<file path="src/rtl/wall_follower_ctrl_if.sv">
// Sensor/actuator bundle between the pipe robot front end and its controller.
// The environment (sensor side) is master; the controller is slave.
interface wall_follower_ctrl_if #(
    parameter int CNT_W = 16
);
    logic             head;
    logic             left;
    logic             under;
    logic             barrier;
    logic             front;
    logic             turn;
    logic             remove;
    logic             stuck;
    logic [CNT_W-1:0] move_count;
    logic [CNT_W-1:0] trash_count;

    modport master (
        output head, left, under, barrier,
        input  front, turn, remove, stuck,
        input  move_count, trash_count
    );

    modport slave (
        input  head, left, under, barrier,
        output front, turn, remove, stuck,
        output move_count, trash_count
    );
endinterface

</file>
<file path="src/rtl/wall_follower_ctrl.sv">
// Left-hand wall-following pipe robot controller with barrier removal.
// Optional stuck watchdog enabled by defining ROBOT_STUCK_WATCHDOG_EN.
module wall_follower_ctrl #(
    parameter int REMOVE_CYCLES = 3,
    parameter int STUCK_LIMIT   = 8,
    parameter int CNT_W         = 16
) (
    input  logic                clock,
    input  logic                reset,
    wall_follower_ctrl_if.slave bus
);

    typedef enum logic [2:0] {
        SEEK,
        FOLLOW,
        LTURN,
        ROTATE,
        REMOVE,
        STUCK
    } state_t;

    localparam int RW =
        (REMOVE_CYCLES > 1) ? $clog2(REMOVE_CYCLES) : 1;
    localparam logic [RW-1:0] REM_LAST = RW'(REMOVE_CYCLES - 1);
    localparam logic [CNT_W-1:0] CNT_MAX = '1;

    if (REMOVE_CYCLES < 1 || STUCK_LIMIT < 4 || CNT_W < 2)
    begin : g_bad_param
        $error("wall_follower_ctrl: illegal parameter value");
    end

    state_t           state;
    state_t           state_d;
    logic [RW-1:0]    rem_cnt;
    logic [RW-1:0]    rem_cnt_d;
    logic [1:0]       rot_cnt;
    logic [1:0]       rot_cnt_d;
    logic             prev_front;
    logic [CNT_W-1:0] move_q;
    logic [CNT_W-1:0] trash_q;

    logic             act_f;
    logic             act_t;
    logic             act_r;
    logic             rem_last;
    logic             rem_done;
    logic             under_hit;
    logic [1:0]       trash_inc;
    logic [CNT_W:0]   trash_sum;
    logic             sensing;

    // rem_cnt stays 0 outside REMOVE, so the detect cycle is cycle 1
    assign rem_last = (rem_cnt == REM_LAST);
    assign sensing  = (state == SEEK) || (state == FOLLOW) ||
                      (state == LTURN);

`ifdef ROBOT_STUCK_WATCHDOG_EN
    localparam int WW = $clog2(STUCK_LIMIT + 1);
    logic [WW-1:0] wd_cnt;
    logic          wd_trip;

    assign wd_trip = !act_f && !act_r && (state != STUCK) &&
                     (wd_cnt == WW'(STUCK_LIMIT - 1));

    always_ff @(posedge clock or posedge reset) begin
        if (reset) begin
            wd_cnt <= '0;
        end else if (act_f) begin
            wd_cnt <= '0;
        end else if (!act_r && state != STUCK) begin
            wd_cnt <= wd_cnt + 1'b1;
        end
    end

    assign bus.stuck = (state == STUCK);
`else
    assign bus.stuck = 1'b0;
`endif

    always_comb begin
        act_f     = 1'b0;
        act_t     = 1'b0;
        act_r     = 1'b0;
        state_d   = state;
        rot_cnt_d = rot_cnt;
        rem_cnt_d = '0;

        if (sensing && bus.barrier) begin
            act_r = 1'b1;
        end else begin
            unique case (state)
                SEEK: begin
                    act_f = !bus.head;
                    act_t = bus.head;
                    if (bus.left) state_d = FOLLOW;
                end
                FOLLOW: begin
                    unique case (1'b1)
                        !bus.left: begin
                            act_t   = 1'b1;
                            state_d = LTURN;
                        end
                        bus.left && !bus.head: begin
                            act_f = 1'b1;
                        end
                        bus.left && bus.head: begin
                            act_t     = 1'b1;
                            state_d   = ROTATE;
                            rot_cnt_d = 2'd2;
                        end
                    endcase
                end
                LTURN: begin
                    act_f = !bus.head;
                    act_t = bus.head;
                    if (!bus.head) state_d = FOLLOW;
                end
                ROTATE: begin
                    act_t     = 1'b1;
                    rot_cnt_d = rot_cnt - 1'b1;
                    if (rot_cnt == 2'd1) state_d = FOLLOW;
                end
                REMOVE: begin
                    act_r = 1'b1;
                end
                default: begin
                end
            endcase
        end

        if (act_r) begin
            if (rem_last) begin
                state_d = bus.left ? FOLLOW : SEEK;
            end else begin
                state_d   = REMOVE;
                rem_cnt_d = rem_cnt + 1'b1;
            end
        end

`ifdef ROBOT_STUCK_WATCHDOG_EN
        if (wd_trip) state_d = STUCK;
`endif
    end

    assign rem_done  = act_r && rem_last;
    assign under_hit = bus.under && prev_front;
    assign trash_inc = {1'b0, rem_done} + {1'b0, under_hit};
    assign trash_sum = {1'b0, trash_q} +
                       {{(CNT_W-1){1'b0}}, trash_inc};

    always_ff @(posedge clock or posedge reset) begin
        if (reset) begin
            state      <= SEEK;
            rem_cnt    <= '0;
            rot_cnt    <= '0;
            prev_front <= 1'b0;
            move_q     <= '0;
            trash_q    <= '0;
        end else begin
            state      <= state_d;
            rem_cnt    <= rem_cnt_d;
            rot_cnt    <= rot_cnt_d;
            prev_front <= act_f;
            if (act_f && move_q != CNT_MAX) begin
                move_q <= move_q + 1'b1;
            end
            trash_q <= trash_sum[CNT_W] ? CNT_MAX
                                        : trash_sum[CNT_W-1:0];
        end
    end

    // actions are suppressed for the whole time reset is high
    assign bus.front       = act_f && !reset;
    assign bus.turn        = act_t && !reset;
    assign bus.remove      = act_r && !reset;
    assign bus.move_count  = move_q;
    assign bus.trash_count = trash_q;

endmodule
</file>
<file path="src/flat_wrapper.sv">
// flat-port wrapper written by rule: the top's interface ports become plain ports
module wall_follower_ctrl_flat 
#(
    parameter int REMOVE_CYCLES = 3,
    parameter int STUCK_LIMIT   = 8,
    parameter int CNT_W         = 16
)
  (clock, reset, bus_head, bus_left, bus_under, bus_barrier, bus_front, bus_turn, bus_remove, bus_stuck, bus_move_count, bus_trash_count);
  wall_follower_ctrl_if #(.CNT_W(CNT_W)) bus_i ();
  input  logic clock;
  input  logic reset;
  input wire logic [$bits(bus_i.head)-1:0] bus_head;
  input wire logic [$bits(bus_i.left)-1:0] bus_left;
  input wire logic [$bits(bus_i.under)-1:0] bus_under;
  input wire logic [$bits(bus_i.barrier)-1:0] bus_barrier;
  output wire logic [$bits(bus_i.front)-1:0] bus_front;
  output wire logic [$bits(bus_i.turn)-1:0] bus_turn;
  output wire logic [$bits(bus_i.remove)-1:0] bus_remove;
  output wire logic [$bits(bus_i.stuck)-1:0] bus_stuck;
  output wire logic [$bits(bus_i.move_count)-1:0] bus_move_count;
  output wire logic [$bits(bus_i.trash_count)-1:0] bus_trash_count;
  assign bus_i.head = bus_head;
  assign bus_i.left = bus_left;
  assign bus_i.under = bus_under;
  assign bus_i.barrier = bus_barrier;
  assign bus_front = bus_i.front;
  assign bus_turn = bus_i.turn;
  assign bus_remove = bus_i.remove;
  assign bus_stuck = bus_i.stuck;
  assign bus_move_count = bus_i.move_count;
  assign bus_trash_count = bus_i.trash_count;
  wall_follower_ctrl #(.REMOVE_CYCLES(REMOVE_CYCLES), .STUCK_LIMIT(STUCK_LIMIT), .CNT_W(CNT_W)) u_core (.clock(clock), .reset(reset), .bus(bus_i));
endmodule
</file>
<file path="config.mk">
export PLATFORM = sky130hd
export DESIGN_NAME = wall_follower_ctrl_flat
export DESIGN_NICKNAME = d
export VERILOG_FILES = /design/src/rtl/wall_follower_ctrl_if.sv /design/src/rtl/wall_follower_ctrl.sv /design/src/flat_wrapper.sv
export SDC_FILE = /design/constraint.sdc
export NUM_CORES = 1
export LEC_CHECK = 0
export ABC_AREA = 1
export CAP_MARGIN = 20
export CORE_ASPECT_RATIO = 0.8
export CORE_MARGIN = 4
export CORE_UTILIZATION = 50
export CTS_CLUSTER_SIZE = 25
export DETAILED_ROUTE_END_ITERATION = 8
export PLACE_DENSITY = 0.76
export SYNTH_ARGS = -nofsm -noshare
export SYNTH_HDL_FRONTEND = slang
export SYNTH_SLANG_ARGS = --single-unit
</file>
<file path="constraint.sdc">
create_clock -name clock -period 6.2 [get_ports clock]
set_clock_uncertainty 0.05 [all_clocks]
set_input_delay 1.86 -clock clock [delete_from_list [all_inputs] [get_ports clock]]
set_output_delay 1.86 -clock clock [all_outputs]
set_load 0.005 [all_outputs]
</file>
# ---- After elaboration in Yosys (flattened, before gate mapping)
# Index checks and enable logic that the tools add are counted.
dict set report word_totals {
  reg_bits 40
  out_inout_bits 36
  word_cells 68
}
dict set report op_classes {
  addsub 5
  n_eq_ne 13
  mux 22
  bitwise 1
  reduce_logical 21
}
# op n
set ops {}
lappend ops {{two-way mux 3 bit} 6}
lappend ops {{adder 16 x 2 -> 17 bit} 1}
lappend ops {{adder 16 x 1 -> 16 bit, second input constant} 1}
lappend ops {{two-way mux 16 bit} 1}
lappend ops {{!= test 16 bit, second input constant} 1}
lappend ops {{case mux 3 bit (4 select lines)} 1}
lappend ops {{logical AND 1 bit} 9}
lappend ops {{two-way mux 1 bit} 7}
lappend ops {{== test 3 x 2 -> 1 bit, second input constant} 2}
lappend ops {{two-way mux 2 bit} 3}
lappend ops {{!= test 3 x 2 -> 1 bit, second input constant} 2}
lappend ops {{case mux 3 bit (2 select lines)} 1}
lappend ops {{AND reduction 6 bit} 1}
lappend ops {{nonzero test 5 bit} 1}
lappend ops {{!= test 4 x 3 -> 1 bit, second input constant} 1}
lappend ops {{case mux 2 bit (2 select lines)} 1}
lappend ops {{OR reduction 2 bit} 2}
lappend ops {{== test 3 x 1 -> 1 bit, second input constant} 1}
lappend ops {{== test 3 bit, second input constant} 1}
lappend ops {{logical NOT 1 bit} 3}
lappend ops {{logical NOT 3 bit} 1}
lappend ops {{!= test 3 x 1 -> 1 bit, second input constant} 1}
lappend ops {{case mux 1 bit (3 select lines)} 1}
lappend ops {{AND reduction 3 bit} 1}
lappend ops {{11 further kinds} 12}

# ---- Logic depth before layout (Yosys ltp)
# Gate-level depths: netlist of run 1.
dict set report depth {
  ltp_word 9
  depth_mapped 13
  ltp_nobuf 13
}

# ---- Least setup slack after synthesis of run 1
# OpenSTA, ideal clock, no wires.
dict set report synth_timing {
  path_type {input to output}
  startpoint {input reset}
  endpoint {output bus_turn}
  arrival_ns 3.031
  t_required_ns 4.290
  path_slack_ns 1.259
  stages 3
  cell_sequence {inv_1 > nand3_1 > a21oi_1}
}
dict set report synth_via {
  elab_chain_cells 2
}
# element line
set synth_lines {}
lappend synth_lines {{start: declaration} flat_wrapper.sv:11} ;# input logic reset;
lappend synth_lines {{logical NOT 1 bit (no source line)} n/a}
lappend synth_lines {{logical AND 1 bit} wall_follower_ctrl.sv:174} ;# assign bus.turn = act_t && !reset;
lappend synth_lines {{end: declaration} flat_wrapper.sv:17} ;# output wire logic [$bits(bus_i.turn)-1:0] bus_turn;
# No other way between the ends.

# ---- Worst setup path in the final report of run 1
dict set report layout_timing {
  startpoint {input bus_barrier}
  endpoint {output bus_turn}
}
dict set report layout_via {
  elab_chain_cells 3
}
# element line
set layout_lines {}
lappend layout_lines {{start: declaration} flat_wrapper.sv:15} ;# input wire logic [$bits(bus_i.barrier)-1:0] bus_barrier;
lappend layout_lines {{logical AND 1 bit} wall_follower_ctrl.sv:88} ;# if (sensing && bus.barrier) begin
lappend layout_lines {{two-way mux 1 bit} wall_follower_ctrl.sv:88}
lappend layout_lines {{logical AND 1 bit} wall_follower_ctrl.sv:174}
# No other way between the ends.

==> flow_results.xml, run 1 <==
<?xml version="1.0" encoding="UTF-8"?>
<metrics>
  <group name="run_status">
    <metric name="status" unit="">finished clean</metric>
  </group>
  <group name="power_and_ir_drop">
    <metric name="total_power" unit="mW">0.759</metric>
    <metric name="ir_drop" unit="µV">160</metric>
    <metric name="power_per_cell_area" unit="nW/µm²">258</metric>
    <metric name="p_leak" unit="nW">1.41</metric>
  </group>
  <group name="route">
    <metric name="post_drt_via_cell_ratio" unit="">5.04</metric>
    <metric name="first_iter_violations" unit="">129</metric>
    <metric name="routed_wirelength_normalized_by_instance_count" unit="µm">12.0</metric>
    <metric name="wirelength" unit="µm">5250</metric>
    <metric name="drcViolationCount" unit="">0</metric>
    <metric name="antenna_left" unit="">0</metric>
    <metric name="via_count" unit="">2209</metric>
    <metric name="drtPass1Iterations" unit="">4</metric>
  </group>
  <group name="worst_setup_path">
    <metric name="critPathKind" unit="">in -&gt; out</metric>
    <metric name="critical_path.cell_chain" unit="">clkdlybuf4s50_1 -&gt; nand3_1 -&gt; nand2_1 -&gt; nor2_1 -&gt; nand3_1 -&gt; a21oi_1 -&gt; clkdlybuf4s50_1</metric>
    <metric name="cp_data_required_time" unit="ns">4.29</metric>
    <metric name="timing.critical_path.buf_inv" unit="">2</metric>
    <metric name="timing.critical_path.arrival" unit="ns">3.43</metric>
    <metric name="worst_path_largest_cell_delay" unit="ns">0.51</metric>
    <metric name="crit_path_top_delay_cell" unit="">sky130_fd_sc_hd__clkdlybuf4s50_1</metric>
    <metric name="timing.critical_path.max_delay_family" unit="">buffers and inverters</metric>
    <metric name="timing.critical_path.from_type" unit="">input pin</metric>
    <metric name="top_fanout_value_on_the_critical_path" unit="">4</metric>
    <metric name="end_kind" unit="">output pin</metric>
  </group>
  <group name="synth">
    <metric name="synthesized_netlist_cell_count" unit="">334</metric>
    <metric name="synthMostInstantiatedCell" unit="">sky130_fd_sc_hd__nand2_1</metric>
    <metric name="yosys_register_bits" unit="">40</metric>
    <metric name="post_synthesis_cell_area" unit="µm²">2400</metric>
    <metric name="synth_sequential_area_ratio" unit="%">41.6</metric>
    <metric name="synth.top_cells.by_area" unit="">sky130_fd_sc_hd__dfrtp_1, sky130_fd_sc_hd__nand2_1, sky130_fd_sc_hd__nand3_1</metric>
    <metric name="synth.cells.most_frequent" unit="">sky130_fd_sc_hd__nand2_1, sky130_fd_sc_hd__dfrtp_1, sky130_fd_sc_hd__nor2_1, sky130_fd_sc_hd__inv_1, sky130_fd_sc_hd__nand3_1</metric>
    <metric name="cell_taking_the_most_area_after_synthesis" unit="">sky130_fd_sc_hd__dfrtp_1</metric>
    <metric name="yosysWarnings" unit="">0</metric>
    <metric name="asyncSetResetFlopFracSynth" unit="%">100</metric>
    <metric name="synth_edf_count" unit="">0</metric>
    <metric name="syn_nets" unit="">344</metric>
    <metric name="yosys_top_cell_area_share" unit="%">41.6</metric>
    <metric name="synth_area_per_cell" unit="µm²">7.20</metric>
    <metric name="synthFlopType" unit="">sky130_fd_sc_hd__dfrtp_1</metric>
    <metric name="synth.distinct_cells" unit="">25</metric>
  </group>
  <group name="placement">
    <metric name="post_place_worst_slack" unit="ns">0.867</metric>
    <metric name="placed_cells_incl_taps" unit="">431</metric>
    <metric name="dpl.hpwl" unit="µm">3910</metric>
    <metric name="finalWeightedCongestion" unit="">0.886</metric>
    <metric name="io_buffer_count" unit="">40</metric>
  </group>
  <group name="sta">
    <metric name="worst_hold_slack" unit="ns">0.389</metric>
    <metric name="maxClockFrequency" unit="MHz">187</metric>
    <metric name="timing.max_slew.rel_slack" unit="%">64.9</metric>
    <metric name="worstMarginPinSlew" unit="ns">0.525</metric>
    <metric name="rsz_0062_raised_after_global_routing" unit="">no</metric>
    <metric name="final_critical_path_setup_slack" unit="ns">0.861</metric>
    <metric name="hold_viol_final" unit="">0</metric>
    <metric name="timing.setup.tns" unit="ns">0</metric>
    <metric name="report.final.setup_viol" unit="">0</metric>
    <metric name="timing.final.crit_share" unit="%">86.1</metric>
    <metric name="drv_slew" unit="">0</metric>
    <metric name="min_period" unit="ns">5.34</metric>
  </group>
  <group name="cells_and_area">
    <metric name="nets_finish" unit="">388</metric>
    <metric name="area.growth.synth_to_final" unit="%">22.4</metric>
    <metric name="finish.cell_count_without_fillers" unit="">438</metric>
    <metric name="n_fill_cell" unit="">454</metric>
    <metric name="layout-drive-gt1-share" unit="%">7.41</metric>
    <metric name="antenna_cells_inserted" unit="">0</metric>
  </group>
  <group name="global_routing">
    <metric name="globalRouteTotalUtil" unit="%">18.8</metric>
    <metric name="grt_residual_overflow" unit="">0</metric>
    <metric name="first_pass_grt_wire_length" unit="µm">9190</metric>
    <metric name="grt_max_degree" unit="">41</metric>
    <metric name="first_global_vias" unit="">2085</metric>
    <metric name="grt_antenna_before_repair" unit="">0</metric>
  </group>
  <group name="cts">
    <metric name="clock_tree_from_tritoncts" unit="">yes</metric>
    <metric name="cts_buffers" unit="">5</metric>
    <metric name="ctsRootBufferMaster" unit="">sky130_fd_sc_hd__clkbuf_8</metric>
    <metric name="cts_resized" unit="">0</metric>
    <metric name="clock_tree.buffer_depth" unit="">2</metric>
    <metric name="clk_pin_slew_worst_paths" unit="ns">0.07</metric>
    <metric name="post-cts-setup-buffer-count" unit="">0</metric>
    <metric name="clock_sinks" unit="">40</metric>
    <metric name="clock_latency" unit="ns">0.29</metric>
    <metric name="htreeDepth" unit="">2</metric>
    <metric name="holdBufCountCts" unit="">0</metric>
  </group>
  <group name="floorplanning">
    <metric name="design.portCount" unit="">42</metric>
    <metric name="die-width" unit="µm">85.5</metric>
    <metric name="die_h" unit="µm">70.0</metric>
    <metric name="placeableCoreArea" unit="µm²">4620</metric>
    <metric name="die_area" unit="µm²">5990</metric>
    <metric name="std_cell_rows" unit="">22</metric>
    <metric name="initial_util" unit="%">52.0</metric>
  </group>
  <group name="hold_path">
    <metric name="min-delay-path-class" unit="">reg -&gt; reg</metric>
  </group>
  <group name="run">
    <metric name="drv_cap" unit="">0</metric>
  </group>
</metrics>
==> placed cells by master (no fill, tap or decap), types with 5 or more instances in the layout <==
master,Yosys,final
sky130_fd_sc_hd__nand2_1,126,126
sky130_fd_sc_hd__nor3_1,5,5
sky130_fd_sc_hd__nand2_2,5,5
sky130_fd_sc_hd__nand3_1,31,31
sky130_fd_sc_hd__nor2_1,36,36
sky130_fd_sc_hd__dfrtp_1,40,40
sky130_fd_sc_hd__nand4_1,14,14
sky130_fd_sc_hd__xor2_1,6,6
sky130_fd_sc_hd__xnor2_1,5,5
sky130_fd_sc_hd__clkdlybuf4s50_1,0,40
sky130_fd_sc_hd__inv_1,33,33
sky130_fd_sc_hd__o21ai_0,6,6
sky130_fd_sc_hd__clkbuf_8,0,7
==> power breakdown <==
group | switching, mW | leakage (nW) | internal [mW] | total (mW)
sequential | 0.0483 | 0.535 | 0.300 | 0.349
clock | 0.0869 | 0.0503 | 0.0991 | 0.186
combinational | 0.127 | 0.825 | 0.0969 | 0.224
total | 0.263 | 1.41 | 0.496 | 0.759
==> stage by stage <==
step,instance area (µm²),utilization [%]
2_1_floorplan,2400,-
3_3_place_gp,2850,61.6
3_5_place_dp,2850,61.6
4_1_cts,2940,63.6
5_1_grt,2940,63.6
6_report,2940,63.6
==> worst paths after layout <==
path	slack [ns]	startpoint	depth (start not counted)	endpoint
max	0.86	bus_barrier	7	bus_turn
min	0.39	u_core.rem_cnt[1]$_DFF_PP0_	1	u_core.rem_cnt[0]$_DFF_PP0_
max reg2reg	3.35	u_core.state[2]$_DFFE_PP0P_	11	u_core.bus.trash_count[9]$_DFF_PP0_
min reg2reg	0.39	u_core.rem_cnt[1]$_DFF_PP0_	1	u_core.rem_cnt[0]$_DFF_PP0_
max in group asynchronous	3.72	reset	3	u_core.rem_cnt[1]$_DFF_PP0_
min in group asynchronous	2.04	reset	3	u_core.bus.trash_count[5]$_DFF_PP0_
==> state kept, by name (all words and copies together), names as in the netlist <==
register                count
u_core.prev_front           1
u_core.bus.move_count      16
u_core.state                3
u_core.rem_cnt              2
u_core.bus.trash_count     16
u_core.rot_cnt              2
==> final cells by class <==
class,instances,area [µm²],area share (%)
Sequential cell,40,1000,34.0
Clock buffer,7,96.3,3.27
Timing Repair Buffer,41,408,13.9
Multi-Input combinational cell,254,1230,41.7
Inverter,36,135,4.59
Tap cell,60,75.1,2.55
==> layer usage <==
metal	global-route usage, %	wire [µm]	part of all wire (%)
met5	0	0	0
met4	4.75	24	0.46
met3	4.48	355	6.8
met2	29.5	2410	46
met1	26.0	2450	47
==> logic make-up after synthesis <==
group,synth area share [%]
AOI/OAI and AO/OA,1.87
xor gates and xnor gates,4.01
DFF,41.6
and+or+nand+nor,42.6
other,0.156
buffers and inverters,7.29
adders and majority gates,2.39
Note: power is estimated with default switching activity, not from simulation.
==> run 2, diff against run 1 <==
CTS_CLUSTER_DIAMETER = 50   (was default)
RECOVER_POWER = 100   (was default)
==> run 2 against run 1 <==
Net effect:
- the flow now finishes with violations (max-capacitance violations, max-slew violations)
- critical path type unchanged
- global-route usage is the same
- design area decreased by 0.64%
- cell count unchanged
==> flow_results.xml, run 2 (same netlist as run 1, synthesis figures left out) <==
<?xml version="1.0" encoding="UTF-8"?>
<metrics>
  <group name="worst_setup_path">
    <metric name="crit_path_top_delay_cell" unit="">sky130_fd_sc_hd__dlygate4sd3_1</metric>
    <metric name="cp_data_required_time" unit="ns">4.29</metric>
    <metric name="worstRegToRegCells" unit="">11</metric>
    <metric name="setup.worst_path.start" unit="">bus_barrier</metric>
    <metric name="timing.critical_path.max_delay_family" unit="">buffers and inverters</metric>
    <metric name="cp_num_cells" unit="">7</metric>
    <metric name="top_fanout_value_on_the_critical_path" unit="">4</metric>
    <metric name="timing.critical_path.from_type" unit="">input pin</metric>
    <metric name="end_kind" unit="">output pin</metric>
    <metric name="crit_end" unit="">bus_turn</metric>
    <metric name="timing.critical_path.buf_inv" unit="">2</metric>
    <metric name="timing.critical_path.arrival" unit="ns">3.60</metric>
    <metric name="critical_path.cell_chain" unit="">dlygate4sd3_1 -&gt; nand3_1 -&gt; nand2_1 -&gt; nor2_1 -&gt; nand3_1 -&gt; a21oi_1 -&gt; dlygate4sd3_1</metric>
    <metric name="setup.reg_to_reg.worst_slack" unit="ns">3.20</metric>
    <metric name="worst_path_largest_cell_delay" unit="ns">0.58</metric>
    <metric name="worst_r2r_startpoint" unit="">u_core.state[2]$_DFFE_PP0P_</metric>
    <metric name="worst_r2r_endpoint" unit="">u_core.bus.trash_count[9]$_DFF_PP0_</metric>
    <metric name="critPathKind" unit="">in -&gt; out</metric>
  </group>
  <group name="placement">
    <metric name="io_buffer_count" unit="">40</metric>
    <metric name="dpl.hpwl" unit="µm">3910</metric>
    <metric name="finalWeightedCongestion" unit="">0.886</metric>
  </group>
  <group name="route">
    <metric name="drcViolationCount" unit="">0</metric>
    <metric name="drtPass1Iterations" unit="">4</metric>
    <metric name="post_drt_via_cell_ratio" unit="">5.08</metric>
    <metric name="routed_wirelength_normalized_by_instance_count" unit="µm">12.0</metric>
    <metric name="first_iter_violations" unit="">148</metric>
    <metric name="wirelength" unit="µm">5280</metric>
    <metric name="antenna_left" unit="">0</metric>
    <metric name="via_count" unit="">2227</metric>
  </group>
  <group name="cells_and_area">
    <metric name="nets_finish" unit="">388</metric>
    <metric name="layout_common_cells" unit="">sky130_fd_sc_hd__nand2_1, sky130_fd_sc_hd__dfrtp_1, sky130_fd_sc_hd__dlygate4sd3_1</metric>
    <metric name="layout.core_utilization" unit="%">63.2</metric>
    <metric name="layout_commonest_cell" unit="">sky130_fd_sc_hd__nand2_1</metric>
    <metric name="n_fill_cell" unit="">457</metric>
    <metric name="layout-drive-gt1-share" unit="%">6.35</metric>
    <metric name="area.growth.synth_to_final" unit="%">21.7</metric>
    <metric name="antenna_cells_inserted" unit="">0</metric>
  </group>
  <group name="sta">
    <metric name="timing.max_slew.rel_slack" unit="%">-44.4</metric>
    <metric name="rsz_0062_raised_after_global_routing" unit="">no</metric>
    <metric name="timing.setup.tns" unit="ns">0</metric>
    <metric name="drv_slew" unit="">41</metric>
    <metric name="report.final.setup_viol" unit="">0</metric>
    <metric name="maxClockFrequency" unit="MHz">181</metric>
    <metric name="worstMarginPinSlew" unit="ns">2.17</metric>
    <metric name="min_period" unit="ns">5.51</metric>
    <metric name="timing.final.crit_share" unit="%">88.9</metric>
    <metric name="hold_viol_final" unit="">0</metric>
    <metric name="worst_hold_slack" unit="ns">0.387</metric>
  </group>
  <group name="cts">
    <metric name="ctsRootBufferMaster" unit="">sky130_fd_sc_hd__clkbuf_8</metric>
    <metric name="holdBufCountCts" unit="">0</metric>
    <metric name="clk_pin_slew_worst_paths" unit="ns">0.07</metric>
    <metric name="clock_sinks" unit="">40</metric>
    <metric name="post-cts-setup-buffer-count" unit="">0</metric>
    <metric name="clock_latency" unit="ns">0.29</metric>
    <metric name="cts_resized" unit="">0</metric>
    <metric name="cts_buffers" unit="">5</metric>
    <metric name="clock_tree.buffer_depth" unit="">2</metric>
    <metric name="clock_tree_from_tritoncts" unit="">yes</metric>
    <metric name="htreeDepth" unit="">2</metric>
  </group>
  <group name="power_and_ir_drop">
    <metric name="p_switching" unit="mW">0.262</metric>
    <metric name="seq_power_share" unit="%">46.6</metric>
    <metric name="switching_part_of_the_total" unit="%">35.0</metric>
    <metric name="p_leak" unit="nW">1.52</metric>
    <metric name="cell_internal_pwr" unit="mW">0.486</metric>
    <metric name="ir_drop" unit="µV">159</metric>
    <metric name="power_per_cell_area" unit="nW/µm²">256</metric>
    <metric name="combinationalPowerShare" unit="%">28.4</metric>
    <metric name="clock_power_share" unit="%">25.0</metric>
  </group>
  <group name="floorplanning">
    <metric name="placeableCoreArea" unit="µm²">4620</metric>
    <metric name="die-width" unit="µm">85.5</metric>
    <metric name="die_h" unit="µm">70.0</metric>
    <metric name="design.portCount" unit="">42</metric>
    <metric name="std_cell_rows" unit="">22</metric>
    <metric name="die_area" unit="µm²">5990</metric>
    <metric name="initial_util" unit="%">52.0</metric>
  </group>
  <group name="global_routing">
    <metric name="grt_antenna_before_repair" unit="">0</metric>
    <metric name="globalRouteTotalUtil" unit="%">18.8</metric>
    <metric name="first_global_vias" unit="">2085</metric>
    <metric name="grt_residual_overflow" unit="">0</metric>
    <metric name="first_pass_grt_wire_length" unit="µm">9190</metric>
    <metric name="grt_max_degree" unit="">41</metric>
  </group>
  <group name="run">
    <metric name="drv_cap" unit="">1</metric>
  </group>
  <group name="run_status">
    <metric name="violations" unit="">max-capacitance violations, max-slew violations</metric>
    <metric name="status" unit="">finished, violations left</metric>
  </group>
  <group name="hold_path">
    <metric name="min-delay-path-class" unit="">reg -&gt; reg</metric>
  </group>
</metrics>
## run 2: cell count changes in the layout (fill, tap and decap cells not counted), sizes merged
cell	before	now
buf	1	0
clkdlybuf4s50	40	1
clkbuf	7	8
dlygate4sd3	0	39
## run 2: through the flow
step	power, mW	setup WS (ns)	instance area (µm²)	std cells
2_1_floorplan	0.493	1.26	2400	334
3_3_place_gp	0.572	0.930	2850	431
3_5_place_dp	0.580	0.867	2850	431
4_1_cts	0.767	0.862	2940	438
5_1_grt	0.797	0.570	2920	438
6_report	0.748	0.687	2920	438
## run 2: cell type report
cell class                      instances  area [µm²]  share of cell area (%)
Clock buffer                            7        96.3                    3.29
Tap cell                               60        75.1                    2.57
Multi-Input combinational cell        254        1210                    41.5
Timing Repair Buffer                   41         404                    13.8
Inverter                               36         135                    4.62
Sequential cell                        40        1000                    34.2
## run 2: routing by layer
metal | track usage [%] | vias up | share of wire [%] | wire length (µm)
met2 | 29.5 | 75 | 46 | 2430
met1 | 26.0 | 1011 | 47 | 2470
met5 | 0 | - | 0 | 0
li1 | - | 1136 | - | -
met4 | 4.75 | 0 | 0.83 | 44
met3 | 4.48 | 5 | 6.4 | 338
## run 2: how the worst min path moves through the flow
stage / startpoint / end / depth (start not counted)
floorplan: u_core.rem_cnt[1]$_DFF_PP0_ / u_core.rem_cnt[0]$_DFF_PP0_ / 1
global placement: u_core.rem_cnt[1]$_DFF_PP0_ / u_core.rem_cnt[0]$_DFF_PP0_ / 1
detailed placement: u_core.rem_cnt[1]$_DFF_PP0_ / u_core.rem_cnt[0]$_DFF_PP0_ / 1
CTS: u_core.rem_cnt[1]$_DFF_PP0_ / u_core.rem_cnt[0]$_DFF_PP0_ / 1
global route: u_core.rem_cnt[1]$_DFF_PP0_ / u_core.rem_cnt[0]$_DFF_PP0_ / 1
finish: u_core.rem_cnt[1]$_DFF_PP0_ / u_core.rem_cnt[0]$_DFF_PP0_ / 1
## run 2: worst register-to-register path, delay by kind of cell, from the launching register on
family,cells,cell delay (ns)
buffers and inverters,2,0.23
flip-flops,1,0.43
AND/OR/NAND/NOR,7,1.60
adder cells (fa/ha/maj),2,0.60
## run 2: power groups by stage
stage | Clock, mW | Sequential [mW] | Combinational (mW)
2_1_floorplan | 0 | 0.345 | 0.148
3_3_place_gp | 0 | 0.352 | 0.221
3_5_place_dp | 0 | 0.353 | 0.226
4_1_cts | 0.191 | 0.349 | 0.227
5_1_grt | 0.200 | 0.355 | 0.242
6_report | 0.187 | 0.348 | 0.213
==> run 3, diff against run 2 <==
MAX_ROUTING_LAYER = met4   (was default)
SLEW_MARGIN = 10   (was default)
TNS_END_PERCENT = 5   (was default)
==> run 3 against run 2 <==
Net effect:
- the flow still finishes with violations (max-capacitance violations, max-slew violations)
- design area stayed put
- die area is the same
- global-route usage rose by 0.53 points
- critical path depth is the same
- register-to-register slack gained 0.02 ns
- flip-flop and latch count stayed put
- hold slack about the same
- wire length about the same
- core utilization unchanged
- critical path type unchanged
==> flow_results.xml, run 3 (same netlist as run 1, synthesis figures left out) <==
<?xml version="1.0" encoding="UTF-8"?>
<metrics>
  <group name="worst_setup_path">
    <metric name="top_fanout_value_on_the_critical_path" unit="">4</metric>
    <metric name="crit_path_top_delay_cell" unit="">sky130_fd_sc_hd__dlygate4sd3_1</metric>
    <metric name="timing.critical_path.arrival" unit="ns">3.60</metric>
    <metric name="critical_path.cell_chain" unit="">dlygate4sd3_1 -&gt; nand3_1 -&gt; nand2_1 -&gt; nor2_1 -&gt; nand3_1 -&gt; a21oi_1 -&gt; dlygate4sd3_1</metric>
    <metric name="setup.worst_path.start" unit="">bus_barrier</metric>
    <metric name="cp_data_required_time" unit="ns">4.29</metric>
    <metric name="end_kind" unit="">output pin</metric>
    <metric name="worst_path_largest_cell_delay" unit="ns">0.58</metric>
    <metric name="timing.critical_path.max_delay_family" unit="">buffers and inverters</metric>
    <metric name="timing.critical_path.buf_inv" unit="">2</metric>
    <metric name="timing.critical_path.from_type" unit="">input pin</metric>
    <metric name="critPathKind" unit="">in -&gt; out</metric>
    <metric name="worst_r2r_startpoint" unit="">u_core.state[2]$_DFFE_PP0P_</metric>
  </group>
  <group name="hold_path">
    <metric name="min-delay-path-class" unit="">reg -&gt; reg</metric>
    <metric name="hold_start" unit="">u_core.rem_cnt[1]$_DFF_PP0_</metric>
  </group>
  <group name="cells_and_area">
    <metric name="n_fill_cell" unit="">457</metric>
    <metric name="layout_commonest_cell" unit="">sky130_fd_sc_hd__nand2_1</metric>
    <metric name="antenna_cells_inserted" unit="">0</metric>
    <metric name="layout.core_utilization" unit="%">63.2</metric>
    <metric name="layout-drive-gt1-share" unit="%">6.35</metric>
    <metric name="nets_finish" unit="">388</metric>
    <metric name="area.growth.synth_to_final" unit="%">21.7</metric>
    <metric name="layout_common_cells" unit="">sky130_fd_sc_hd__nand2_1, sky130_fd_sc_hd__dfrtp_1, sky130_fd_sc_hd__dlygate4sd3_1</metric>
  </group>
  <group name="floorplanning">
    <metric name="die-width" unit="µm">85.5</metric>
    <metric name="std_cell_rows" unit="">22</metric>
    <metric name="placeableCoreArea" unit="µm²">4620</metric>
    <metric name="die_area" unit="µm²">5990</metric>
    <metric name="initial_util" unit="%">52.0</metric>
    <metric name="die_h" unit="µm">70.0</metric>
    <metric name="design.portCount" unit="">42</metric>
  </group>
  <group name="route">
    <metric name="wirelength" unit="µm">5280</metric>
    <metric name="via_count" unit="">2216</metric>
    <metric name="drtPass1Iterations" unit="">4</metric>
    <metric name="drcViolationCount" unit="">0</metric>
    <metric name="routed_wirelength_normalized_by_instance_count" unit="µm">12.1</metric>
    <metric name="post_drt_via_cell_ratio" unit="">5.06</metric>
    <metric name="first_iter_violations" unit="">148</metric>
    <metric name="antenna_left" unit="">0</metric>
  </group>
  <group name="sta">
    <metric name="maxClockFrequency" unit="MHz">181</metric>
    <metric name="worst_hold_slack" unit="ns">0.387</metric>
    <metric name="hold_viol_final" unit="">0</metric>
    <metric name="min_period" unit="ns">5.51</metric>
    <metric name="worstMarginPinSlew" unit="ns">2.16</metric>
    <metric name="timing.final.crit_share" unit="%">88.9</metric>
    <metric name="drv_slew" unit="">41</metric>
    <metric name="rsz_0062_raised_after_global_routing" unit="">no</metric>
    <metric name="report.final.setup_viol" unit="">0</metric>
    <metric name="timing.max_slew.rel_slack" unit="%">-44.2</metric>
    <metric name="timing.setup.tns" unit="ns">0</metric>
  </group>
  <group name="power_and_ir_drop">
    <metric name="p_leak" unit="nW">1.52</metric>
    <metric name="ir_drop" unit="µV">160</metric>
    <metric name="power_per_cell_area" unit="nW/µm²">256</metric>
  </group>
  <group name="cts">
    <metric name="clock_tree_from_tritoncts" unit="">yes</metric>
    <metric name="clock_latency" unit="ns">0.29</metric>
    <metric name="cts_buffers" unit="">5</metric>
    <metric name="ctsRootBufferMaster" unit="">sky130_fd_sc_hd__clkbuf_8</metric>
    <metric name="htreeDepth" unit="">2</metric>
    <metric name="post-cts-setup-buffer-count" unit="">0</metric>
    <metric name="cts_resized" unit="">0</metric>
    <metric name="holdBufCountCts" unit="">0</metric>
    <metric name="clock_tree.buffer_depth" unit="">2</metric>
    <metric name="clk_pin_slew_worst_paths" unit="ns">0.07</metric>
    <metric name="clock_sinks" unit="">40</metric>
  </group>
  <group name="run_status">
    <metric name="status" unit="">finished, violations left</metric>
    <metric name="violations" unit="">max-capacitance violations, max-slew violations</metric>
  </group>
  <group name="global_routing">
    <metric name="first_global_vias" unit="">2085</metric>
    <metric name="grt_residual_overflow" unit="">0</metric>
    <metric name="grt_antenna_before_repair" unit="">0</metric>
    <metric name="first_pass_grt_wire_length" unit="µm">9190</metric>
    <metric name="grt_max_degree" unit="">41</metric>
    <metric name="globalRouteTotalUtil" unit="%">19.3</metric>
  </group>
  <group name="placement">
    <metric name="dpl.hpwl" unit="µm">3910</metric>
    <metric name="finalWeightedCongestion" unit="">0.901</metric>
    <metric name="io_buffer_count" unit="">40</metric>
  </group>
  <group name="run">
    <metric name="drv_cap" unit="">1</metric>
  </group>
</metrics>
[run 3: worst register-to-register path, stage by stage (launching register included)]
cell,delay (ns)
sky130_fd_sc_hd__dfrtp_1,0.43
sky130_fd_sc_hd__inv_1,0.13
sky130_fd_sc_hd__nand3_1,0.13
sky130_fd_sc_hd__nand2_1,0.14
sky130_fd_sc_hd__nand2_1,0.12
sky130_fd_sc_hd__fa_1,0.39
sky130_fd_sc_hd__inv_1,0.10
sky130_fd_sc_hd__ha_1,0.21
sky130_fd_sc_hd__nand3_1,0.13
sky130_fd_sc_hd__nor3_1,0.34
sky130_fd_sc_hd__nand3_1,0.49
sky130_fd_sc_hd__nand3_1,0.25
[run 3: through the flow]
step	total power, mW	instance area, µm²	instances	setup WS [ns]
floorplan	0.493	2400	334	1.26
global placement	0.572	2850	431	0.930
detailed placement	0.580	2850	431	0.867
CTS	0.767	2940	438	0.862
global route	0.797	2920	438	0.570
finish	0.748	2920	438	0.690
[run 3: path summary, 6_finish.rpt]
check                                                  endpoint  slack, ns  cells past startpoint
min in group asynchronous  u_core.bus.trash_count[14]$_DFF_PP0_       2.83                      3
hold / removal                      u_core.rem_cnt[0]$_DFF_PP0_       0.39                      1
setup reg to reg            u_core.bus.trash_count[9]$_DFF_PP0_       3.22                     11
max in group asynchronous  u_core.bus.move_count[6]$_DFFE_PP0P_       2.05                      3
hold reg to reg                     u_core.rem_cnt[0]$_DFF_PP0_       0.39                      1
setup / recovery                                       bus_turn       0.69                      7
[run 3: area by class of cell]
type / instances / area [µm²] / area share, %
Multi-Input combinational cell: 254 / 1210 / 41.5
Sequential cell: 40 / 1000 / 34.2
Timing Repair Buffer: 41 / 404 / 13.8
Inverter: 36 / 135 / 4.62
Clock buffer: 7 / 96.3 / 3.29
Tap cell: 60 / 75.1 / 2.57
[run 3: routing by layer]
| metal | track usage, % | share of wire (%) | vias up |
|---|---|---|---|
| met5 | - | 0 | - |
| met4 | 4.75 | 0.83 | 0 |
| met3 | 4.13 | 5.1 | 5 |
| met2 | 29.5 | 46 | 55 |
| met1 | 26.2 | 48 | 1021 |
| li1 | - | - | 1135 |
[run 3: power by group]
part | switching, mW | internal [mW]
registers | 0.0479 | 0.300
clock network | 0.0878 | 0.0992
logic | 0.127 | 0.0861
